==> config.mk <==
export PLATFORM = sky130hd
export DESIGN_NAME = memristor_array_sequencer_flat
export DESIGN_NICKNAME = d
export VERILOG_FILES = /design/src/rtl/memristor_array_sequencer_if.sv /design/src/rtl/memristor_array_sequencer.sv /design/src/flat_wrapper.sv
export SDC_FILE = /design/constraint.sdc
export NUM_CORES = 1
export LEC_CHECK = 0
export CAP_MARGIN = 10
export CORE_MARGIN = 2
export CORE_UTILIZATION = 30
export CTS_CLUSTER_DIAMETER = 60
export DETAILED_ROUTE_END_ITERATION = 10
export GPL_ROUTABILITY_DRIVEN = 1
export GPL_TIMING_DRIVEN = 1
export HOLD_SLACK_MARGIN = 0.06
export PLACE_DENSITY = 0.53
export SYNTH_ARGS = -nofsm -noshare
export SYNTH_HDL_FRONTEND = slang
export SYNTH_SLANG_ARGS = --single-unit
==> constraint.sdc <==
create_clock -name wb_clk_i -period 8.2 [get_ports wb_clk_i]
set_input_delay 1.64 -clock wb_clk_i [delete_from_list [all_inputs] [get_ports wb_clk_i]]
set_output_delay 1.64 -clock wb_clk_i [all_outputs]
set_load 0.005 [all_outputs]
==> src/rtl/memristor_array_sequencer_if.sv <==
// Command/response bus of the memristor sequencer: the command source is master,
// the sequencer is slave.
interface memristor_array_sequencer_if #(
  parameter int CH_W  = 2,
  parameter int LEN_W = 8
);
  logic             cmd_valid;
  logic             cmd_ready;
  logic [1:0]       cmd_op;
  logic [CH_W-1:0]  cmd_ch;
  logic [LEN_W-1:0] cmd_len;
  logic             rsp_valid;
  logic             rsp_data;
  logic             rsp_err;

  modport master (
    output cmd_valid, cmd_op, cmd_ch, cmd_len,
    input  cmd_ready, rsp_valid, rsp_data, rsp_err
  );

  modport slave (
    input  cmd_valid, cmd_op, cmd_ch, cmd_len,
    output cmd_ready, rsp_valid, rsp_data, rsp_err
  );
endinterface

==> src/rtl/memristor_array_sequencer.sv <==
// Command-driven READ/SET/RESET pulse sequencer for NUM_CH memristor cells.
// Optional program-verify loop with retries: define MEMSEQ_VERIFY_EN.
module memristor_array_sequencer #(
  parameter int NUM_CH    = 3,
  parameter int CH_W      = 2,
  parameter int LEN_W     = 8,
  parameter int SETUP_CYC = 2,
  parameter int HOLD_CYC  = 2,
  parameter int MAX_RETRY = 2
) (
  input  logic                 wb_clk_i,
  input  logic                 wb_rst_i,
  memristor_array_sequencer_if.slave cmd,
  input  logic [NUM_CH-1:0]    sense_i,
  output logic [NUM_CH-1:0]    sel_o,
  output logic [NUM_CH-1:0]    io_oeb_o,
  output logic                 drv_en_o,
  output logic                 drv_pol_o,
  output logic                 read_o,
  output logic                 busy_o
);

  if ((2**CH_W) < NUM_CH || SETUP_CYC < 1 || HOLD_CYC < 1 || MAX_RETRY < 0) begin : g_param_chk
    $error("memristor_array_sequencer: illegal parameter set");
  end

  typedef enum logic [2:0] {IDLE, SETUP, PULSE, HOLD, DONE} state_t;

  typedef struct packed {
    logic [1:0]       op;
    logic [CH_W-1:0]  ch;
    logic [LEN_W-1:0] len;
  } cmd_t;

  localparam logic [1:0]       OP_READ    = 2'b00;
  localparam logic [1:0]       OP_SET     = 2'b01;
  localparam logic [1:0]       OP_ILL     = 2'b11;
  localparam logic [LEN_W-1:0] SETUP_LAST = LEN_W'(SETUP_CYC - 1);
  localparam logic [LEN_W-1:0] HOLD_LAST  = LEN_W'(HOLD_CYC - 1);
  localparam logic [CH_W:0]    NUM_CH_L   = (CH_W+1)'(NUM_CH);

  state_t           state_q, state_d;
  cmd_t             cmd_q, cmd_d;
  logic [LEN_W-1:0] cnt_q, cnt_d;
  logic [LEN_W-1:0] pulse_last;
  logic             sense_q, sense_d;
  logic             err_q, err_d;
  logic             accept, illegal;
  logic             rd_phase_q, rd_phase_d, data_src_d;

  logic [NUM_CH-1:0] onehot_d;
  logic [NUM_CH-1:0] sel_d, sel_q, oeb_q;
  logic drv_en_d, drv_en_q, drv_pol_d, drv_pol_q, read_d, read_q;
  logic ready_d, ready_q, busy_q;
  logic rsp_valid_d, rsp_valid_q, rsp_data_d, rsp_data_q, rsp_err_d, rsp_err_q;

`ifdef MEMSEQ_VERIFY_EN
  localparam int RTY_W = $clog2(MAX_RETRY + 1) + 1;
  logic             vfy_q, vfy_d;
  logic [RTY_W-1:0] rty_q, rty_d;
  assign rd_phase_q = (cmd_q.op == OP_READ) | vfy_q;
  assign rd_phase_d = (cmd_d.op == OP_READ) | vfy_d;
  assign data_src_d = 1'b1;
`else
  assign rd_phase_q = (cmd_q.op == OP_READ);
  assign rd_phase_d = (cmd_d.op == OP_READ);
  assign data_src_d = (cmd_d.op == OP_READ);
`endif

  assign accept     = cmd.cmd_valid & ready_q;
  assign illegal    = (cmd.cmd_op == OP_ILL) || ({1'b0, cmd.cmd_ch} >= NUM_CH_L);
  assign pulse_last = (cmd_q.len == '0) ? '0 : cmd_q.len - 1'b1;

  // Next state, including the latched command and phase bookkeeping.
  always_comb begin
    state_d = state_q;
    cmd_d   = cmd_q;
    cnt_d   = cnt_q + 1'b1;
    sense_d = sense_q;
    err_d   = err_q;
`ifdef MEMSEQ_VERIFY_EN
    vfy_d   = vfy_q;
    rty_d   = rty_q;
`endif
    case (state_q)
      IDLE: begin
        cnt_d = '0;
        if (accept) begin
          cmd_d   = '{op: cmd.cmd_op, ch: cmd.cmd_ch, len: cmd.cmd_len};
          sense_d = 1'b0;
          err_d   = illegal;
          state_d = illegal ? DONE : SETUP;
`ifdef MEMSEQ_VERIFY_EN
          vfy_d   = 1'b0;
          rty_d   = '0;
`endif
        end
      end
      SETUP: if (cnt_q == SETUP_LAST) begin
        state_d = PULSE;
        cnt_d   = '0;
      end
      PULSE: if (cnt_q == pulse_last) begin
        state_d = HOLD;
        cnt_d   = '0;
        if (rd_phase_q) sense_d = sense_i[cmd_q.ch];
      end
      HOLD: if (cnt_q == HOLD_LAST) begin
        state_d = DONE;
        cnt_d   = '0;
`ifdef MEMSEQ_VERIFY_EN
        // Program phase chains into a read-back; a wrong read-back reprograms.
        if (cmd_q.op != OP_READ) begin
          if (!vfy_q) begin
            vfy_d   = 1'b1;
            state_d = SETUP;
          end else if (sense_q != (cmd_q.op == OP_SET)) begin
            if (rty_q == RTY_W'(MAX_RETRY)) begin
              err_d = 1'b1;
            end else begin
              rty_d   = rty_q + 1'b1;
              vfy_d   = 1'b0;
              state_d = SETUP;
            end
          end
        end
`endif
      end
      DONE: begin
        state_d = IDLE;
        cnt_d   = '0;
      end
      default: state_d = IDLE;
    endcase
  end

  for (genvar g = 0; g < NUM_CH; g++) begin : g_ch
    assign onehot_d[g] = (cmd_d.ch == CH_W'(g));
  end

  // Outputs are decoded from the next state so every pin comes straight off a flop.
  always_comb begin
    sel_d       = '0;
    drv_en_d    = 1'b0;
    drv_pol_d   = 1'b0;
    read_d      = 1'b0;
    ready_d     = 1'b0;
    rsp_valid_d = 1'b0;
    rsp_data_d  = 1'b0;
    rsp_err_d   = 1'b0;
    case (state_d)
      IDLE:        ready_d = 1'b1;
      SETUP, HOLD: sel_d   = onehot_d;
      PULSE: begin
        sel_d = onehot_d;
        if (rd_phase_d) begin
          read_d = 1'b1;
        end else begin
          drv_en_d  = 1'b1;
          drv_pol_d = (cmd_d.op == OP_SET);
        end
      end
      DONE: begin
        rsp_valid_d = 1'b1;
        rsp_err_d   = err_d;
        rsp_data_d  = data_src_d & sense_d;
      end
      default: ready_d = 1'b0;
    endcase
  end

  always_ff @(posedge wb_clk_i or posedge wb_rst_i) begin
    if (wb_rst_i) begin
      state_q     <= IDLE;
      cmd_q       <= '0;
      cnt_q       <= '0;
      sense_q     <= 1'b0;
      err_q       <= 1'b0;
      sel_q       <= '0;
      oeb_q       <= '1;
      drv_en_q    <= 1'b0;
      drv_pol_q   <= 1'b0;
      read_q      <= 1'b0;
      ready_q     <= 1'b1;
      busy_q      <= 1'b0;
      rsp_valid_q <= 1'b0;
      rsp_data_q  <= 1'b0;
      rsp_err_q   <= 1'b0;
`ifdef MEMSEQ_VERIFY_EN
      vfy_q       <= 1'b0;
      rty_q       <= '0;
`endif
    end else begin
      state_q     <= state_d;
      cmd_q       <= cmd_d;
      cnt_q       <= cnt_d;
      sense_q     <= sense_d;
      err_q       <= err_d;
      sel_q       <= sel_d;
      oeb_q       <= ~sel_d;
      drv_en_q    <= drv_en_d;
      drv_pol_q   <= drv_pol_d;
      read_q      <= read_d;
      ready_q     <= ready_d;
      busy_q      <= ~ready_d;
      rsp_valid_q <= rsp_valid_d;
      rsp_data_q  <= rsp_data_d;
      rsp_err_q   <= rsp_err_d;
`ifdef MEMSEQ_VERIFY_EN
      vfy_q       <= vfy_d;
      rty_q       <= rty_d;
`endif
    end
  end

  assign sel_o         = sel_q;
  assign io_oeb_o      = oeb_q;
  assign drv_en_o      = drv_en_q;
  assign drv_pol_o     = drv_pol_q;
  assign read_o        = read_q;
  assign busy_o        = busy_q;
  assign cmd.cmd_ready = ready_q;
  assign cmd.rsp_valid = rsp_valid_q;
  assign cmd.rsp_data  = rsp_data_q;
  assign cmd.rsp_err   = rsp_err_q;

endmodule
==> src/flat_wrapper.sv <==
// flat-port wrapper written by rule: the top's interface ports become plain ports
module memristor_array_sequencer_flat 
#(
  parameter int NUM_CH    = 3,
  parameter int CH_W      = 2,
  parameter int LEN_W     = 8,
  parameter int SETUP_CYC = 2,
  parameter int HOLD_CYC  = 2,
  parameter int MAX_RETRY = 2
)
  (wb_clk_i, wb_rst_i, sense_i, sel_o, io_oeb_o, drv_en_o, drv_pol_o, read_o, busy_o, cmd_cmd_valid, cmd_cmd_op, cmd_cmd_ch, cmd_cmd_len, cmd_cmd_ready, cmd_rsp_valid, cmd_rsp_data, cmd_rsp_err);
  memristor_array_sequencer_if #(.CH_W(CH_W), .LEN_W(LEN_W)) cmd_i ();
  input  logic wb_clk_i;
  input  logic wb_rst_i;
  input  logic [NUM_CH-1:0] sense_i;
  output logic [NUM_CH-1:0] sel_o;
  output logic [NUM_CH-1:0] io_oeb_o;
  output logic drv_en_o;
  output logic drv_pol_o;
  output logic read_o;
  output logic busy_o;
  input wire logic [$bits(cmd_i.cmd_valid)-1:0] cmd_cmd_valid;
  input wire logic [$bits(cmd_i.cmd_op)-1:0] cmd_cmd_op;
  input wire logic [$bits(cmd_i.cmd_ch)-1:0] cmd_cmd_ch;
  input wire logic [$bits(cmd_i.cmd_len)-1:0] cmd_cmd_len;
  output wire logic [$bits(cmd_i.cmd_ready)-1:0] cmd_cmd_ready;
  output wire logic [$bits(cmd_i.rsp_valid)-1:0] cmd_rsp_valid;
  output wire logic [$bits(cmd_i.rsp_data)-1:0] cmd_rsp_data;
  output wire logic [$bits(cmd_i.rsp_err)-1:0] cmd_rsp_err;
  assign cmd_i.cmd_valid = cmd_cmd_valid;
  assign cmd_i.cmd_op = cmd_cmd_op;
  assign cmd_i.cmd_ch = cmd_cmd_ch;
  assign cmd_i.cmd_len = cmd_cmd_len;
  assign cmd_cmd_ready = cmd_i.cmd_ready;
  assign cmd_rsp_valid = cmd_i.rsp_valid;
  assign cmd_rsp_data = cmd_i.rsp_data;
  assign cmd_rsp_err = cmd_i.rsp_err;
  memristor_array_sequencer #(.NUM_CH(NUM_CH), .CH_W(CH_W), .LEN_W(LEN_W), .SETUP_CYC(SETUP_CYC), .HOLD_CYC(HOLD_CYC), .MAX_RETRY(MAX_RETRY)) u_core (.wb_clk_i(wb_clk_i), .wb_rst_i(wb_rst_i), .cmd(cmd_i), .sense_i(sense_i), .sel_o(sel_o), .io_oeb_o(io_oeb_o), .drv_en_o(drv_en_o), .drv_pol_o(drv_pol_o), .read_o(read_o), .busy_o(busy_o));
endmodule
==> results of run 1 <==
critical path, cell delays in order:
cell and delay, ns:
clkdlybuf4s50_1 0.45, nand3_1 0.08, nor2_1 0.09, buf_4 0.23, nand2_1 0.12, a221oi_1 0.42
nand2b_1 0.17, or2_2 0.30
power by group:
part | total [mW] | internal [mW] | switching, mW
sequential | 0.344 | 0.266 | 0.0779
combinational | 0.359 | 0.187 | 0.172
clock | 0.190 | 0.121 | 0.0686
final cells by class:
type                       count  area share (%)
multi-input combinational    135            37.5
tap                           77            3.79
clock buffer                   5            2.70
clock inverter                 3            2.65
inverter                      14            2.06
sequential                    39            38.5
timing repair buffer          33            12.8
placed cells by master, fill, tap and decap left out, types with 6 or more instances in the layout:
cell type	n
xnor2_1	7
or2_2	6
clkdlybuf4s50_1	31
dfrtp_1	35
o21ai_0	9
nor3_1	7
inv_1	14
nand2_1	9
mux2_2	7
nor2_1	18
mux2i_1	6
nand3_1	6
cells by family (layout without fill, tap and decap cells):
kind of cell,Yosys count,count (layout)
xor+xnor,11,11
flops,39,39
fa+ha+maj,3,3
mux,13,13
compound gates,34,34
buf+inv,23,55
simple gates,74,74
registers in the layout (all words and copies together) (netlist names):
register,cells
u_core.cmd.cmd_ready,1
u_core.cmd.rsp_valid,1
u_core.err_q,1
u_core.sel_o,3
u_core.state_q,3
u_core.cmd_q,12
u_core.busy_o,1
u_core.read_o,1
u_core.cnt_q,8
u_core.io_oeb_o,3
u_core.sense_q,1
u_core.drv_pol_o,1
u_core.drv_en_o,1
u_core.cmd.rsp_err,1
u_core.cmd.rsp_data,1
per-layer routing:
layer	part of all wire, %	vias up
met3	4.3	9
met4	1.4	0
li1	-	756
met1	48	748
met2	47	42
met5	0	-
stage by stage:
step	utilization [%]	hold WS (ns)	std cells	power (mW)
finish	39.4	0.497	306	0.893
detailed placement	37.3	0.483	298	0.710
global placement	37.3	0.491	298	0.711
floorplan	-	0.455	197	0.591
CTS	39.4	0.502	306	0.906
global route	39.4	0.521	306	0.971
how the worst min path moves through the flow:
| stage | from | end | slack [ns] | depth (start not counted) |
|---|---|---|---|---|
| 6_report | u_core.err_q$_DFF_PP0_ | u_core.err_q$_DFF_PP0_ | 0.50 | 1 |
| 5_1_grt | u_core.err_q$_DFF_PP0_ | u_core.err_q$_DFF_PP0_ | 0.52 | 1 |
| 4_1_cts | u_core.err_q$_DFF_PP0_ | u_core.err_q$_DFF_PP0_ | 0.50 | 1 |
| 3_5_place_dp | u_core.err_q$_DFF_PP0_ | u_core.err_q$_DFF_PP0_ | 0.48 | 1 |
| 3_3_place_gp | u_core.err_q$_DFF_PP0_ | u_core.err_q$_DFF_PP0_ | 0.49 | 1 |
| 2_1_floorplan | u_core.err_q$_DFF_PP0_ | u_core.err_q$_DFF_PP0_ | 0.46 | 1 |
synth_stat cells (2+ instances only):
cell | instances | share of area (%)
inv_1 | 14 | 2.6
a21oi_1 | 3 | 0.74
xor2_1 | 4 | 1.7
nand3_1 | 6 | 1.5
nor2b_1 | 2 | 0.62
a211oi_1 | 2 | 0.74
clkbuf_1 | 6 | 1.1
ha_1 | 3 | 1.8
mux2_2 | 7 | 3.9
a22oi_1 | 3 | 1.1
nor3_1 | 7 | 1.7
dfstp_2 | 4 | 5.2
or4_1 | 2 | 0.74
or2_2 | 6 | 1.8
o21ai_0 | 9 | 2.2
or3_1 | 2 | 0.62
nand2_1 | 9 | 1.7
and2_1 | 2 | 0.62
a31oi_1 | 4 | 1.2
dfrtp_1 | 35 | 43
nor2_1 | 18 | 3.3
and3_1 | 4 | 1.2
nand2b_1 | 3 | 0.92
buf_2 | 2 | 0.49
mux2i_1 | 6 | 3.0
xnor2_1 | 7 | 3.0
==> impl_metrics.py, run 1 <==
metrics = {
    "worst_hold_path": {
        "timing.hold.worst.class": "reg -> reg",
    },
    "placement": {
        "placed_area_sq_um": 2410,
        "gp_congestion": 0.741,
        "place_hpwl_um": 3080,
        "io_buffers": 31,
        "post-place-ws_ns": 4.57,
    },
    "yosys": {
        "synth_simple_gate_area_share_pct": 21.2,
        "synth-seq-area-share_pct": 48.3,
        "synth_edf_count": 0,
        "synthArstFlopShare_pct": 100,
        "synth_cell_types": 53,
        "synth_nets": 218,
        "netlist_area_sq_um": 2030,
        "synth-warning-count": 0,
        "synth-compound-area-share_pct": 12.3,
        "synth.avg_cell_area_sq_um": 10.3,
        "synth_cells": 197,
        "synth_fa_ha_area_share_pct": 1.85,
        "synthXorXnorAreaFrac_pct": 4.74,
        "synth_top_family_by_area": "simple AND/OR/NAND/NOR gates",
        "synth_seq_cells": 39,
        "synth.area.mux_share_pct": 6.84,
        "synth-main-ff-cell": "dfrtp_1",
    },
    "global_routing": {
        "busiest_layer": "met2",
        "antenna_found_initial": 0,
        "use_met3_pct": 2.76,
        "grt_start_max_net_pins": 40,
        "grt_usage_pct": 12.7,
        "grt-ovfl-total": 0,
        "grt_pass1_vias": 1625,
        "grt_first_pass_wirelength_um": 7680,
        "grt_use_met1_pct": 18.1,
        "use_met2_pct": 19.4,
    },
    "clock_tree": {
        "clkSinkCount": 39,
        "cts_tree": "built",
        "ctsHoldBuffers": 0,
        "numCtsBuffers": 5,
        "cts-resized-gates": 0,
        "clock_latency_ns": 0.29,
        "cts_setup_buffers": 0,
        "cts_buffer_depth": 2,
        "cts_root_buf": "clkbuf_8",
        "clkTransAtPathRegs_ns": 0.08,
        "htreeDepth": 2,
    },
    "layout": {
        "regArea_sq_um": 981,
        "fill_cells": 655,
        "drive_above_1_share_pct": 14.8,
        "area_growth_pct": 25.3,
        "multi_input_area_sq_um": 953,
        "diodes": 0,
        "final_area_sq_um": 2540,
        "nets": 249,
    },
    "sta": {
        "post-route-period-util_pct": 40.2,
        "slew_violations": 0,
        "hold_viol_final": 0,
        "relSlewSlack_pct": 50.1,
        "setup_viol": 0,
        "rsz0062_at_grt": "no",
        "period_minus_slack_ns": 3.29,
        "tightest_slew_ns": 0.747,
        "tns_ns": 0,
        "skew_ns": 0.00337,
        "max_freq_mhz": 304,
        "setup_ws_ns": 4.91,
    },
    "critical_path": {
        "cp-end-kind": "flop",
        "critPathLaunch": "cmd_cmd_valid",
        "rr_worst_depth": 9,
        "crit_arrival_ns": 3.51,
        "r2r_slack_ns": 4.95,
        "r2r-start": "u_core.cmd_q[0]$_DFFE_PP0P_",
        "path_class": "in -> reg",
        "crit_end": "u_core.io_oeb_o[0]$_DFF_PP1_",
        "r2r-end": "u_core.state_q[0]$_DFF_PP0_",
        "startpoint_type": "input pin",
        "cp_max_fo": 16,
        "required_ns": 8.42,
    },
    "pwr": {
        "peakVddDrop_v": 0.000183,
        "p_leak_nw": 1.08,
        "p_per_area_nw_per_um2": 351,
    },
    "flow_run": {
        "max-cap-violations": 0,
    },
    "die": {
        "rows": 29,
        "die-width_um": 86.3,
        "pin_count": 32,
        "initial_core_util_pct": 31.4,
        "core-area_sq_um": 6460,
        "dieArea_sq_um": 7440,
        "die_h_um": 86.3,
    },
    "outcome": {
        "status": "completed",
    },
    "drt": {
        "drc_errors": 0,
        "postRouteAntennaNets": 0,
        "via_per_inst": 5.08,
        "first_pass_iters": 4,
        "wire_per_inst_um": 14.0,
        "drt-initial-drc-count": 78,
        "via_count": 1555,
        "wl_um": 4270,
    },
}
No activity file was read; power rests on OpenSTA's default activity.
==> run 2: changes to the inputs <==
==> constraint.sdc (replaced) <==
create_clock -name wb_clk_i -period 3.18 [get_ports wb_clk_i]
set_input_delay 0.636 -clock wb_clk_i [delete_from_list [all_inputs] [get_ports wb_clk_i]]
set_output_delay 0.636 -clock wb_clk_i [all_outputs]
set_load 0.005 [all_outputs]
==> run 2 against run 1 <==
  * Non-clock buffer count grew 2
  * Critical path type is now reg -> reg
  * Global-route usage shrank 0.59 points
  * Total power grew to 2.5 times the previous value
==> impl_metrics.py, run 2 (synthesis results as in run 1) <==
metrics = {
    "sta": {
        "tightest_slew_ns": 0.492,
        "period_minus_slack_ns": 2.90,
        "tns_ns": 0,
        "setup_viol": 0,
        "hold_viol_final": 0,
        "slew_violations": 0,
        "setup_ws_ns": 0.283,
        "skew_ns": 0.0107,
        "worst_hold_slack_ns": 0.501,
        "post-route-period-util_pct": 91.1,
        "max_freq_mhz": 345,
        "rsz0062_at_grt": "no",
        "relSlewSlack_pct": 67.2,
    },
    "global_routing": {
        "grt-ovfl-total": 0,
        "grt_first_pass_wirelength_um": 7290,
        "grt_pass1_vias": 1571,
        "grt_usage_pct": 12.1,
        "grt_start_max_net_pins": 40,
        "antenna_found_initial": 0,
    },
    "layout": {
        "area_growth_pct": 25.5,
        "diodes": 0,
        "fill_cells": 641,
        "largest_reg_flops": 12,
        "final_common_cell": "dfrtp_1",
        "layout_common_cells": "dfrtp_1, clkdlybuf4s50_1, nor2_1",
        "regMostFlops": "u_core.cmd_q",
        "reg_top3": "u_core.cmd_q: 12 flops, u_core.cnt_q: 8 flops",
        "utilization_pct": 39.5,
        "drive_above_1_share_pct": 15.6,
        "nets": 251,
    },
    "drt": {
        "postRouteAntennaNets": 0,
        "drc_errors": 0,
        "wl_um": 4210,
        "via_per_inst": 5.05,
        "wire_per_inst_um": 13.7,
        "via_count": 1555,
        "drt-initial-drc-count": 73,
        "first_pass_iters": 4,
    },
    "clock_tree": {
        "htreeDepth": 2,
        "cts_root_buf": "clkbuf_8",
        "clock_latency_ns": 0.29,
        "clkTransAtPathRegs_ns": 0.09,
        "ctsHoldBuffers": 0,
        "numCtsBuffers": 5,
        "cts_tree": "built",
        "clkSinkCount": 39,
        "cts_buffer_depth": 2,
    },
    "die": {
        "rows": 29,
        "dieArea_sq_um": 7440,
        "initial_core_util_pct": 31.4,
        "core-area_sq_um": 6460,
        "pin_count": 32,
        "die_h_um": 86.3,
        "die-width_um": 86.3,
    },
    "pwr": {
        "peakVddDrop_v": 0.000387,
        "p_leak_nw": 1.09,
        "p_per_area_nw_per_um2": 887,
    },
    "placement": {
        "io_buffers": 31,
        "gp_congestion": 0.796,
        "place_hpwl_um": 3040,
        "post-place-ws_ns": 0.292,
    },
    "critical_path": {
        "cp-end-kind": "flop",
        "startpoint_type": "flop",
        "cp_max_fo": 8,
        "cp_slowest_cell": "or3b_2",
        "crit_arrival_ns": 3.05,
        "required_ns": 3.34,
        "critPathMaxStageDelay_ns": 0.50,
        "crit_chain": "inv_1 -> ha_1 -> or3b_2 -> or3_1 -> mux2i_1 -> a22oi_1 -> nand4_2 -> o31ai_4 -> nor2_1",
        "path_class": "reg -> reg",
    },
    "outcome": {
        "status": "completed",
    },
    "flow_run": {
        "max-cap-violations": 0,
    },
    "worst_hold_path": {
        "timing.hold.worst.class": "reg -> reg",
    },
}
[run 2: cell types whose count changed in the layout (fill, tap and decap cells not counted), sizes merged]
cell / change
buf: +2
bufinv: -1
clkinv: +1
clkinvlp: -1
inv: +1
[run 2: per-stage QoR]
step / total power [mW] / cell area, sq um / std cells
5_1_grt: 2.44 / 2550 / 308
3_5_place_dp: 1.83 / 2420 / 300
6_report: 2.26 / 2550 / 308
3_3_place_gp: 1.84 / 2420 / 300
4_1_cts: 2.28 / 2540 / 308
2_1_floorplan: 1.52 / 2030 / 197
[run 2: area by class of cell]
class                           instances  area (sq um)  area share (%)
Timing Repair Buffer                   35           340            13.4
Sequential cell                        39           981            38.5
Tap cell                               77          96.3            3.78
Inverter                               14          52.6            2.06
Multi-Input combinational cell        135           962            37.8
Clock buffer                            5          68.8            2.70
Clock inverter                          3          47.5            1.87
[run 2: power breakdown]
| part | leakage [nW] | switching, mW | total, mW | internal [mW] |
|---|---|---|---|---|
| sequential | 0.494 | 0.197 | 0.883 | 0.686 |
| combinational | 0.533 | 0.450 | 0.950 | 0.501 |
| clock | 0.0587 | 0.190 | 0.428 | 0.238 |
| total | 1.09 | 0.837 | 2.26 | 1.42 |
[run 2: repair_timing]
action / CTS / global route
buffers inserted: 0 / 0
setup endpoints to repair: 0 / 4
gates resized for setup: 0 / 1
[run 2: path summary, 6_finish.rpt]
check                      cells past startpoint                        start                              to  slack [ns]
setup / recovery                               9  u_core.cmd_q[0]$_DFFE_PP0P_       u_core.cnt_q[7]$_DFF_PP0_        0.28
hold / removal                                 1       u_core.err_q$_DFF_PP0_          u_core.err_q$_DFF_PP0_        0.50
setup reg to reg                               9  u_core.cmd_q[0]$_DFFE_PP0P_       u_core.cnt_q[7]$_DFF_PP0_        0.28
hold reg to reg                                1       u_core.err_q$_DFF_PP0_          u_core.err_q$_DFF_PP0_        0.50
max in group asynchronous                      3                     wb_rst_i  u_core.cmd.cmd_ready$_DFF_PP1_        2.06
min in group asynchronous                      3                     wb_rst_i     u_core.cmd_q[7]$_DFFE_PP0P_        0.76
[run 2: metal layers]
| layer | up-vias | wire, um | global-route usage [%] |
|---|---|---|---|
| li1 | 762 | - | - |
| met1 | 752 | 1940 | 16.4 |
| met2 | 38 | 2030 | 19.5 |
| met3 | 3 | 217 | 3.33 |
| met4 | 0 | 20 | 3.13 |
| met5 | - | 0 | 0 |
[run 2: worst max-delay path: cells and delay by family (launching register included)]
kind                     cells  cell delay, ns
adder cells (fa/ha/maj)      1            0.30
flip-flops                   1            0.41
multiplexers                 1            0.14
buffers and inverters        1            0.10
AND/OR/NAND/NOR              4            1.19
AO/OA/AOI/OAI                2            0.61
==> run 3: changes to the inputs <==
--- a/config.mk
+++ b/config.mk
@@ -10,7 +10,6 @@
 export CORE_UTILIZATION = 30
 export CTS_CLUSTER_DIAMETER = 60
 export DETAILED_ROUTE_END_ITERATION = 10
-export GPL_ROUTABILITY_DRIVEN = 1
 export GPL_TIMING_DRIVEN = 1
 export HOLD_SLACK_MARGIN = 0.06
 export PLACE_DENSITY = 0.53
==> results of run 3 <==
Same layout as run 2: the final DEF is identical, and so are final timing and power.
